$ cat config.mk
export PLATFORM = sky130hd
export DESIGN_NAME = speed_scheduler
export DESIGN_NICKNAME = d
export VERILOG_FILES = /design/src/rtl/speed_sched_pkg.sv /design/src/rtl/rr_arbiter.sv /design/src/rtl/speed_scheduler.sv
export SDC_FILE = /design/constraint.sdc
export NUM_CORES = 1
export LEC_CHECK = 0
export CORE_MARGIN = 2
export CORE_UTILIZATION = 58
export CTS_BUF_LIST = sky130_fd_sc_hd__clkbuf_8
export CTS_CLUSTER_DIAMETER = 30
export DETAILED_ROUTE_END_ITERATION = 10
export PLACE_DENSITY = 0.93
export SKIP_LAST_GASP = 1
export SLEW_MARGIN = 20
export SYNTH_ARGS = -nofsm -noshare
export SYNTH_HDL_FRONTEND = slang
export SYNTH_SLANG_ARGS = --single-unit
$ cat constraint.sdc
create_clock -name clk -period 7.3 [get_ports clk]
set_input_delay 1.095 -clock clk [delete_from_list [all_inputs] [get_ports clk]]
set_output_delay 1.095 -clock clk [all_outputs]
set_load 0.01 [all_outputs]
$ cat src/rtl/speed_sched_pkg.sv
// -----------------------------------------------------------------------------
// speed_sched_pkg
//   Shared types and defaults for the speed scheduler.
//   - state_t       : scheduler FSM states (IDLE, RUN, PAUSED)
//   - NUM_SPEEDS_DEF: default number of speed pulse inputs
// -----------------------------------------------------------------------------
package speed_sched_pkg;

    typedef enum logic [1:0] {
        IDLE   = 2'd0,
        RUN    = 2'd1,
        PAUSED = 2'd2
    } state_t;

    localparam int NUM_SPEEDS_DEF = 6;

endpackage

$ cat src/rtl/rr_arbiter.sv
// -----------------------------------------------------------------------------
// rr_arbiter
//   Combinational round-robin arbiter. Grants the first asserted request at or
//   after the pointer, searching cyclically through the request vector.
//   Ports:
//     req_i  in   NUM_REQ  request vector
//     ptr_i  in   PTR_W    index where the search starts
//     gnt_o  out  NUM_REQ  one-hot grant (all zero when nothing requests)
//     any_o  out  1        high when some request was granted
// -----------------------------------------------------------------------------
module rr_arbiter
    import speed_sched_pkg::*;
#(
    parameter  int NUM_REQ = 4,
    localparam int PTR_W   = (NUM_REQ > 1) ? $clog2(NUM_REQ) : 1
) (
    input  logic [NUM_REQ-1:0] req_i,
    input  logic [PTR_W-1:0]   ptr_i,
    output logic [NUM_REQ-1:0] gnt_o,
    output logic               any_o
);

    logic [PTR_W-1:0] idx;
    int               pos;

    always_comb begin
        gnt_o = '0;
        any_o = 1'b0;
        idx   = '0;
        pos   = 0;
        for (int k = 0; k < NUM_REQ; k++) begin
            pos = int'(ptr_i) + k;
            if (pos >= NUM_REQ) begin
                pos = pos - NUM_REQ;
            end
            idx = PTR_W'(pos);
            if (!any_o && req_i[idx]) begin
                gnt_o[idx] = 1'b1;
                any_o      = 1'b1;
            end
        end
    end

endmodule

$ cat src/rtl/speed_scheduler.sv
// -----------------------------------------------------------------------------
// speed_scheduler
//   Turns the timer cluster's speed pulses into a single game tick. The run
//   starts at the slowest level and steps up one level every TICKS_PER_LEVEL
//   ticks (saturating at the fastest). Each tick is handed to one of NUM_REQ
//   requesters with a round-robin grant.
//
//   Optional feature, macro SPEED_SCHED_OVERRIDE_EN: adds a level override
//   (lvl_override_en / lvl_override). While enabled the level follows the
//   clamped override value, auto-stepping is frozen and tick_cnt holds.
//
//   Ports:
//     clk              in   1           system clock
//     rst              in   1           synchronous reset, active low
//     speed_pulse      in   NUM_SPEEDS  1-cycle pulses, index 0 = slowest
//     start            in   1           pulse: begin a run (IDLE only)
//     pause            in   1           level: hold the scheduler
//     stop             in   1           pulse: abort the run
//     req              in   NUM_REQ     tick requests (level)
//     tick             out  1           registered 1-cycle game tick
//     grant            out  NUM_REQ     one-hot grant, only with tick
//     level            out  LEVEL_W     current speed level
//     running          out  1           high in RUN
//     lvl_override_en  in   1           (macro only) override enable
//     lvl_override     in   LEVEL_W     (macro only) override level
// -----------------------------------------------------------------------------
module speed_scheduler
    import speed_sched_pkg::*;
#(
    parameter  int NUM_SPEEDS      = NUM_SPEEDS_DEF,
    parameter  int TICKS_PER_LEVEL = 16,
    parameter  int NUM_REQ         = 4,
    localparam int LEVEL_W         = (NUM_SPEEDS > 1) ? $clog2(NUM_SPEEDS) : 1,
    localparam int CNT_W           = $clog2(TICKS_PER_LEVEL + 1),
    localparam int PTR_W           = (NUM_REQ > 1) ? $clog2(NUM_REQ) : 1
) (
    input  logic                  clk,
    input  logic                  rst,
    input  logic [NUM_SPEEDS-1:0] speed_pulse,
    input  logic                  start,
    input  logic                  pause,
    input  logic                  stop,
    input  logic [NUM_REQ-1:0]    req,
`ifdef SPEED_SCHED_OVERRIDE_EN
    input  logic                  lvl_override_en,
    input  logic [LEVEL_W-1:0]    lvl_override,
`endif
    output logic                  tick,
    output logic [NUM_REQ-1:0]    grant,
    output logic [LEVEL_W-1:0]    level,
    output logic                  running
);

    localparam logic [1:0]         ST_IDLE   = IDLE;
    localparam logic [1:0]         ST_RUN    = RUN;
    localparam logic [1:0]         ST_PAUSED = PAUSED;
    localparam logic [LEVEL_W-1:0] LEVEL_MAX = LEVEL_W'(NUM_SPEEDS - 1);
    localparam logic [CNT_W-1:0]   CNT_LAST  = CNT_W'(TICKS_PER_LEVEL - 1);
    localparam logic [PTR_W-1:0]   PTR_LAST  = PTR_W'(NUM_REQ - 1);

    logic [1:0]         state_q, state_d;
    logic [LEVEL_W-1:0] level_q, level_d;
    logic [CNT_W-1:0]   cnt_q,   cnt_d;
    logic [PTR_W-1:0]   ptr_q,   ptr_d;
    logic               tick_q,  tick_d;
    logic [NUM_REQ-1:0] grant_q, grant_d;

    logic [NUM_REQ-1:0] arb_gnt;
    logic               arb_any;
    logic [PTR_W-1:0]   gnt_idx;
    logic               tick_ev;
    logic               step_en;

    rr_arbiter #(
        .NUM_REQ (NUM_REQ)
    ) u_arb (
        .req_i (req),
        .ptr_i (ptr_q),
        .gnt_o (arb_gnt),
        .any_o (arb_any)
    );

    // One-hot grant back to an index for the pointer update.
    always_comb begin
        gnt_idx = '0;
        for (int i = 0; i < NUM_REQ; i++) begin
            if (arb_gnt[i]) begin
                gnt_idx = PTR_W'(i);
            end
        end
    end

    // A pulse coinciding with pause or stop is dropped rather than deferred.
    assign tick_ev = (state_q == ST_RUN) && !stop && !pause && speed_pulse[level_q];

`ifdef SPEED_SCHED_OVERRIDE_EN
    assign step_en = tick_ev && !lvl_override_en;
`else
    assign step_en = tick_ev;
`endif

    always_comb begin
        state_d = state_q;
        level_d = level_q;
        cnt_d   = cnt_q;
        ptr_d   = ptr_q;
        tick_d  = tick_ev;
        grant_d = tick_ev ? arb_gnt : '0;

        if (tick_ev && arb_any) begin
            ptr_d = (gnt_idx == PTR_LAST) ? '0 : gnt_idx + 1'b1;
        end

        // The pulse that wraps tick_cnt still belongs to the old level; the new
        // level selects its pulse from the following cycle.
        if (step_en) begin
            if (cnt_q == CNT_LAST) begin
                cnt_d = '0;
                if (level_q != LEVEL_MAX) begin
                    level_d = level_q + 1'b1;
                end
            end else begin
                cnt_d = cnt_q + 1'b1;
            end
        end

        case (state_q)
            ST_IDLE: begin
                if (!stop && !pause && start) begin
                    state_d = ST_RUN;
                    level_d = '0;
                    cnt_d   = '0;
                end
            end
            ST_RUN: begin
                if (stop) begin
                    state_d = ST_IDLE;
                    level_d = '0;
                    cnt_d   = '0;
                    ptr_d   = '0;
                end else if (pause) begin
                    state_d = ST_PAUSED;
                end
            end
            ST_PAUSED: begin
                if (stop) begin
                    state_d = ST_IDLE;
                    level_d = '0;
                    cnt_d   = '0;
                    ptr_d   = '0;
                end else if (!pause) begin
                    state_d = ST_RUN;
                end
            end
            default: begin
                state_d = ST_IDLE;
            end
        endcase

`ifdef SPEED_SCHED_OVERRIDE_EN
        if (lvl_override_en) begin
            level_d = (lvl_override > LEVEL_MAX) ? LEVEL_MAX : lvl_override;
        end
`endif
    end

    always_ff @(posedge clk) begin
        if (!rst) begin
            state_q <= ST_IDLE;
            level_q <= '0;
            cnt_q   <= '0;
            ptr_q   <= '0;
            tick_q  <= 1'b0;
            grant_q <= '0;
        end else begin
            state_q <= state_d;
            level_q <= level_d;
            cnt_q   <= cnt_d;
            ptr_q   <= ptr_d;
            tick_q  <= tick_d;
            grant_q <= grant_d;
        end
    end

    assign tick    = tick_q;
    assign grant   = grant_q;
    assign level   = level_q;
    assign running = (state_q == ST_RUN);

endmodule
==> impl_metrics.toml, run 1 <==
[timing]
finalCriticalPeriod_ps = 2940
worstMarginPinSlew_ps = 588
clock-skew-final_ps = 4.57
grt_setup_unrepaired = "false"
totalNegativeSetupSlack_ps = 0
post-route-period-util = 0.402
hold_viol_final = 0
relSlewSlack = 0.607
setup_viol = 0
fmaxAchievable_ghz = 0.341
slew_viol_final = 0

[global_route]
grt_start_max_net_pins = 19
grt.overflow.total = 0
groute.usage.overall = 0.246
antenna_found_initial = 0
grt_pass1_vias = 1240
grt_first_pass_wirelength_um = 4970

[placement]
place_congestion = 0.986
placement.cell_area_mm2 = 0.00154
detailed_place_hpwl_um = 2310
placed_instance_count = 202
numPortBuffers = 23

[clock_tree]
cts_setup_buffers = 0
clock_latency_ps = 250
cts-htree-levels = 1
tritoncts.num_buffers = 3
cts_tree = "built"
clock_tree.root_cell = "clkbuf_8"
worst_setup_hold_path_clk_slew_ps = 70
cts_num_sinks = 17
clock_path_buffers = 2
postCtsResizedCells = 0
holdBufCountCts = 0

[power]
vdd_drop_max_uv = 148
leakagePower_nw = 0.599
totalPowerFinal_w = 0.000256
power_density_mw_per_mm2 = 162

[layout]
mostFrequentLayoutCells = "clkdlybuf4s50_1 (23), nand2_1 (18), nor2_1 (18), dfxtp_1 (17), ha_1 (14)"
area_delta_synth_final_pct = 23.6
fraction_of_final_layout_cells_sized_beyond_drive_strength_1 = 0.0782
final_nets = 209
layoutNonFillerInstCount = 206
insertedDiodeCount = 0
sequential_cell_area_um2 = 340
finalInstanceArea_mm2 = 0.00158
mostFrequentLayoutCell = "clkdlybuf4s50_1"
fillers = 141
multi_input_area_um2 = 893

[floorplan]
die_area_mm2 = 0.00260
initial_cell_density_of_the_core = 0.632
placeableCoreArea_mm2 = 0.00202
io-pin-count = 24
floorplan.die.height_um = 51.0
fp-row-count = 16
dieWidth_um = 51.0

[drt]
drt_pass1_iterations = 4
route.antenna.remaining_nets = 0
postRouteWirelength_um = 2870
drt-wirelength-per-cell_um = 13.9
vias = 1207
detailedRoute.firstIterationViolations = 22
via_per_inst = 5.86
detail_route.drc_violations = 0

[worst_setup_path]
start_kind = "input port"
worst_ep_arrival_time_ps = 3080
path_delay_family = "simple AND/OR/NAND/NOR gates"
critical_path.n_buffers_inverters = 1
criticalPathCategory = "in -> reg"
slowest_stage = "clkdlybuf4s50_1"
crit_path_max_fanout = 7
crit_chain = "clkdlybuf4s50_1 -> or3b_2 -> a2111oi_0 -> or2_2 -> o2bb2ai_1 -> nor2b_1 -> o21ai_0"
crit_path_end_kind = "register"
timing.critical_path.slowest_cell_delay_ps = 560
cp_data_required_time_ps = 7440

[status]
status = "complete, no violations"

[worst_hold_path]
hp-class = "reg -> reg"

[logic_synthesis]
synthCells = 154
synthesized_flop_and_latch_total = 17
synthTopCellsByArea = "dfxtp_1 (27%), ha_1 (14%), mux2i_1 (8.6%)"
synth_seq_area_share = 0.266
synth_largest_type_area_fraction = 0.266
yosysTopAreaCell = "dfxtp_1"
postSynthNetCount = 183
yosys.cell_types.count = 38
synthesis.yosys.warnings = 0
syn-cell-area_mm2 = 0.00128
post_synth.cell_area_avg_um2 = 8.30

[job]
max_cap_violations = 0
-- stage by stage --
stage | util | worst slack (ps) | hold slack [ps]
2_1_floorplan | - | 4770 | 433
3_3_place_gp | 0.759 | 4190 | 443
3_5_place_dp | 0.759 | 4100 | 486
4_1_cts | 0.782 | 4370 | 495
5_1_grt | 0.782 | 4140 | 533
6_report | 0.782 | 4360 | 497
-- tightest hold or removal path, cell delays in order (launching register included) --
cell and delay (ps):
dfxtp_1 310, o21ai_0 70, a21oi_1 70
-- path summary, 6_finish.rpt --
kind | start | endpoint | slack [ps] | cells past startpoint
worst max-delay path | req[3] | ptr_q[0] | 4360 | 7
worst min register to register | cnt_q[3] | cnt_q[3] | 500 | 2
worst min-delay path | cnt_q[3] | cnt_q[3] | 500 | 2
worst max register to register | ptr_q[0] | ptr_q[0] | 4360 | 8
-- power breakdown --
part	switching, W	internal [W]
combinational	0.0000451	0.0000408
sequential	0.00000570	0.0000974
clock	0.0000302	0.0000372
total	0.0000810	0.000175
-- per-layer routing --
| layer | track usage | share of wire |
|---|---|---|
| met3 | 0.0409 | 0.047 |
| met1 | 0.274 | 0.42 |
| met4 | 0.0856 | 0.024 |
| met5 | 0 | 0 |
| met2 | 0.463 | 0.51 |
-- synthesized netlist by cell type --
master / count
a2111oi_0: 3
a211oi_1: 4
a21boi_0: 2
a21oi_1: 7
a22oi_1: 1
a22oi_2: 1
a31o_2: 1
a31oi_1: 1
and2b_1: 1
and3_1: 1
buf_1: 1
clkbuf_1: 1
dfxtp_1: 17
ha_1: 14
inv_1: 10
mux2_2: 3
mux2i_1: 11
mux4_2: 1
nand2_1: 18
nand2_2: 1
nand2b_1: 3
nand3_1: 2
nand3b_1: 2
nand4_1: 1
nor2_1: 18
nor2b_1: 5
nor3_1: 1
nor3b_1: 2
nor3b_4: 1
o211ai_1: 1
o21ai_0: 6
o22ai_1: 3
o2bb2ai_1: 2
or2_2: 1
or3_1: 2
or3b_2: 2
or4_1: 1
xor2_1: 2
-- registers in the layout, summed over array words and instances (netlist names) --
signal / count
cnt_q: 5
grant: 4
level: 3
ptr_q: 2
state_q: 2
tick: 1
-- kinds of logic (layout without fill, tap and decap cells) --
group	after synthesis	in the layout	synth area share
and+or+nand+nor	62	62	0.250
AOI/OAI and AO/OA	32	32	0.168
DFF	17	17	0.266
muxes	15	15	0.130
adders and majority gates	14	14	0.137
buffers and inverters	12	37	0.0352
xor gates and xnor gates	2	2	0.0137
-- final cells by class --
class / count / area share
flip-flops and latches: 17 / 0.215
well taps: 27 / 0.0214
clock buffers: 3 / 0.0261
clock inverters: 1 / 0.00238
inverters: 10 / 0.0238
repair buffers: 23 / 0.146
multi-input cells: 125 / 0.565
No activity file was read; power rests on OpenSTA's default activity.
==> run 2, diff against run 1 <==
- CORE_UTILIZATION: 58 -> 48
- PLACE_DENSITY: 0.93 -> 0.82
- clock period: 7.3 -> 2.58 ns (I/O delays scaled with it)
==> impl_metrics.toml, run 2 (same netlist as run 1, synthesis figures left out) <==
[clock_tree]
holdBufCountCts = 0
clock_tree.root_cell = "clkbuf_8"
worst_setup_hold_path_clk_slew_ps = 60
cts_setup_buffers = 0
cts_tree = "built"
tritoncts.num_buffers = 3
clock_path_buffers = 2
cts_num_sinks = 17
postCtsResizedCells = 0
clock_latency_ps = 240
cts-htree-levels = 1

[worst_setup_path]
timing.rr.end = "ptr_q[0]"
ff2ff_path_depth = 8
critical_path.reg2reg.startpoint = "ptr_q[1]"
crit_path_max_fanout = 6
cp-startpoint = "ptr_q[1]"
criticalPathCategory = "reg -> reg"
critPathCapture = "ptr_q[0]"
start_kind = "register"
worst_ep_arrival_time_ps = 2580
cp_data_required_time_ps = 2710
crit_path_end_kind = "register"
reg2reg_setup_slack_ps = 130

[power]
intPower_w = 0.000501
power_switching_share = 0.313
p_comb_frac = 0.345
pwr-share-seq = 0.394
p_clk_frac = 0.260
switching_power_w = 0.000228
power_density_mw_per_mm2 = 451
totalPowerFinal_w = 0.000729
vdd_drop_max_uv = 500
leakagePower_nw = 0.617

[timing]
grt_setup_unrepaired = "false"
relSlewSlack = 0.655
finalCriticalPeriod_ps = 2450
clock-skew-final_ps = 0.939
post-route-period-util = 0.948
fmaxAchievable_ghz = 0.409
worstMarginPinSlew_ps = 517
slew_viol_final = 0
hold_ws_ps = 470
post-route-worst-setup-slack_ps = 134
hold_viol_final = 0
setup_viol = 0

[global_route]
grt_first_pass_wirelength_um = 4750
antenna_found_initial = 0
grt_start_max_net_pins = 18
grt.overflow.total = 0
groute.usage.overall = 0.188
grt_pass1_vias = 1071

[drt]
vias = 1197
postRouteWirelength_um = 2830
via_per_inst = 5.62
detailedRoute.firstIterationViolations = 49
drt-wirelength-per-cell_um = 13.3
detail_route.drc_violations = 0
route.antenna.remaining_nets = 0
drt_pass1_iterations = 4

[layout]
final_nets = 213
insertedDiodeCount = 0
largest_register_ffs = 5
registers.top_by_ff_count = "cnt_q"
mostFrequentLayoutCell = "clkdlybuf4s50_1"
fraction_of_final_layout_cells_sized_beyond_drive_strength_1 = 0.104
finalInstanceArea_mm2 = 0.00162
mostFrequentLayoutCells = "clkdlybuf4s50_1 (23), nand2_1 (18), nor2_1 (18), dfxtp_1 (17), ha_1 (14)"
fillers = 216
area_delta_synth_final_pct = 26.3

[floorplan]
floorplan.die.height_um = 55.6
placeableCoreArea_mm2 = 0.00250
die_area_mm2 = 0.00309
initial_cell_density_of_the_core = 0.512
fp-row-count = 18
io-pin-count = 24
dieWidth_um = 55.6

[placement]
numPortBuffers = 23
place_congestion = 0.863
detailed_place_hpwl_um = 2210
placement.cell_area_mm2 = 0.00157
preCtsSetupSlack_ps = -13.0

[worst_hold_path]
hp-start = "cnt_q[4]"
hp-class = "reg -> reg"

[status]
status = "complete, no violations"

[job]
max_cap_violations = 0
## run 2: layout make-up
cell class / count / area, um^2 / area share
repair buffers: 27 / 260 / 0.161
well taps: 30 / 37.5 / 0.0232
clock buffers: 3 / 41.3 / 0.0256
flip-flops and latches: 17 / 340 / 0.211
multi-input cells: 125 / 893 / 0.553
clock inverters: 1 / 5.00 / 0.00310
inverters: 10 / 37.5 / 0.0232
## run 2: worst min-delay path by stage
| stage | end | slack, ps | cells past startpoint |
|---|---|---|---|
| finish | cnt_q[4] | 470 | 2 |
| global route | cnt_q[4] | 490 | 2 |
| CTS | cnt_q[4] | 470 | 2 |
| detailed placement | cnt_q[4] | 460 | 2 |
| global placement | cnt_q[4] | 440 | 2 |
| floorplan | cnt_q[4] | 430 | 2 |
## run 2: power by group through the flow
stage               Combinational, W  Clock (W)  Sequential [W]
global route                0.000280   0.000210        0.000290
floorplan                   0.000164          0        0.000292
finish                      0.000252   0.000190        0.000288
global placement            0.000238          0        0.000292
detailed placement          0.000247          0        0.000293
CTS                         0.000251   0.000194        0.000288
## run 2: per-stage QoR
stage                     setup TNS (ps)  utilization  cells
after detailed placement           -13.0        0.628    209
after global routing                   0        0.646    213
after global placement                 0        0.628    209
final                                  0        0.646    213
after CTS                              0        0.646    213
after floorplan                        0            -    154
## run 2: critical path, stage by stage, from the launching register on
cell,delay [ps]
dfxtp_1,340
inv_1,90
ha_1,370
or3b_2,480
a2111oi_0,440
or2_2,220
o2bb2ai_1,160
nor2b_1,160
o21ai_0,80
## run 2: layer usage
metal | GRT usage | up-vias | part of all wire | wire, um
li1 | - | 609 | - | -
met1 | 0.242 | 549 | 0.44 | 1250
met2 | 0.330 | 33 | 0.51 | 1430
met3 | 0.0349 | 6 | 0.041 | 115
met4 | 0.0314 | 0 | 0.012 | 35
met5 | 0 | - | 0 | 0
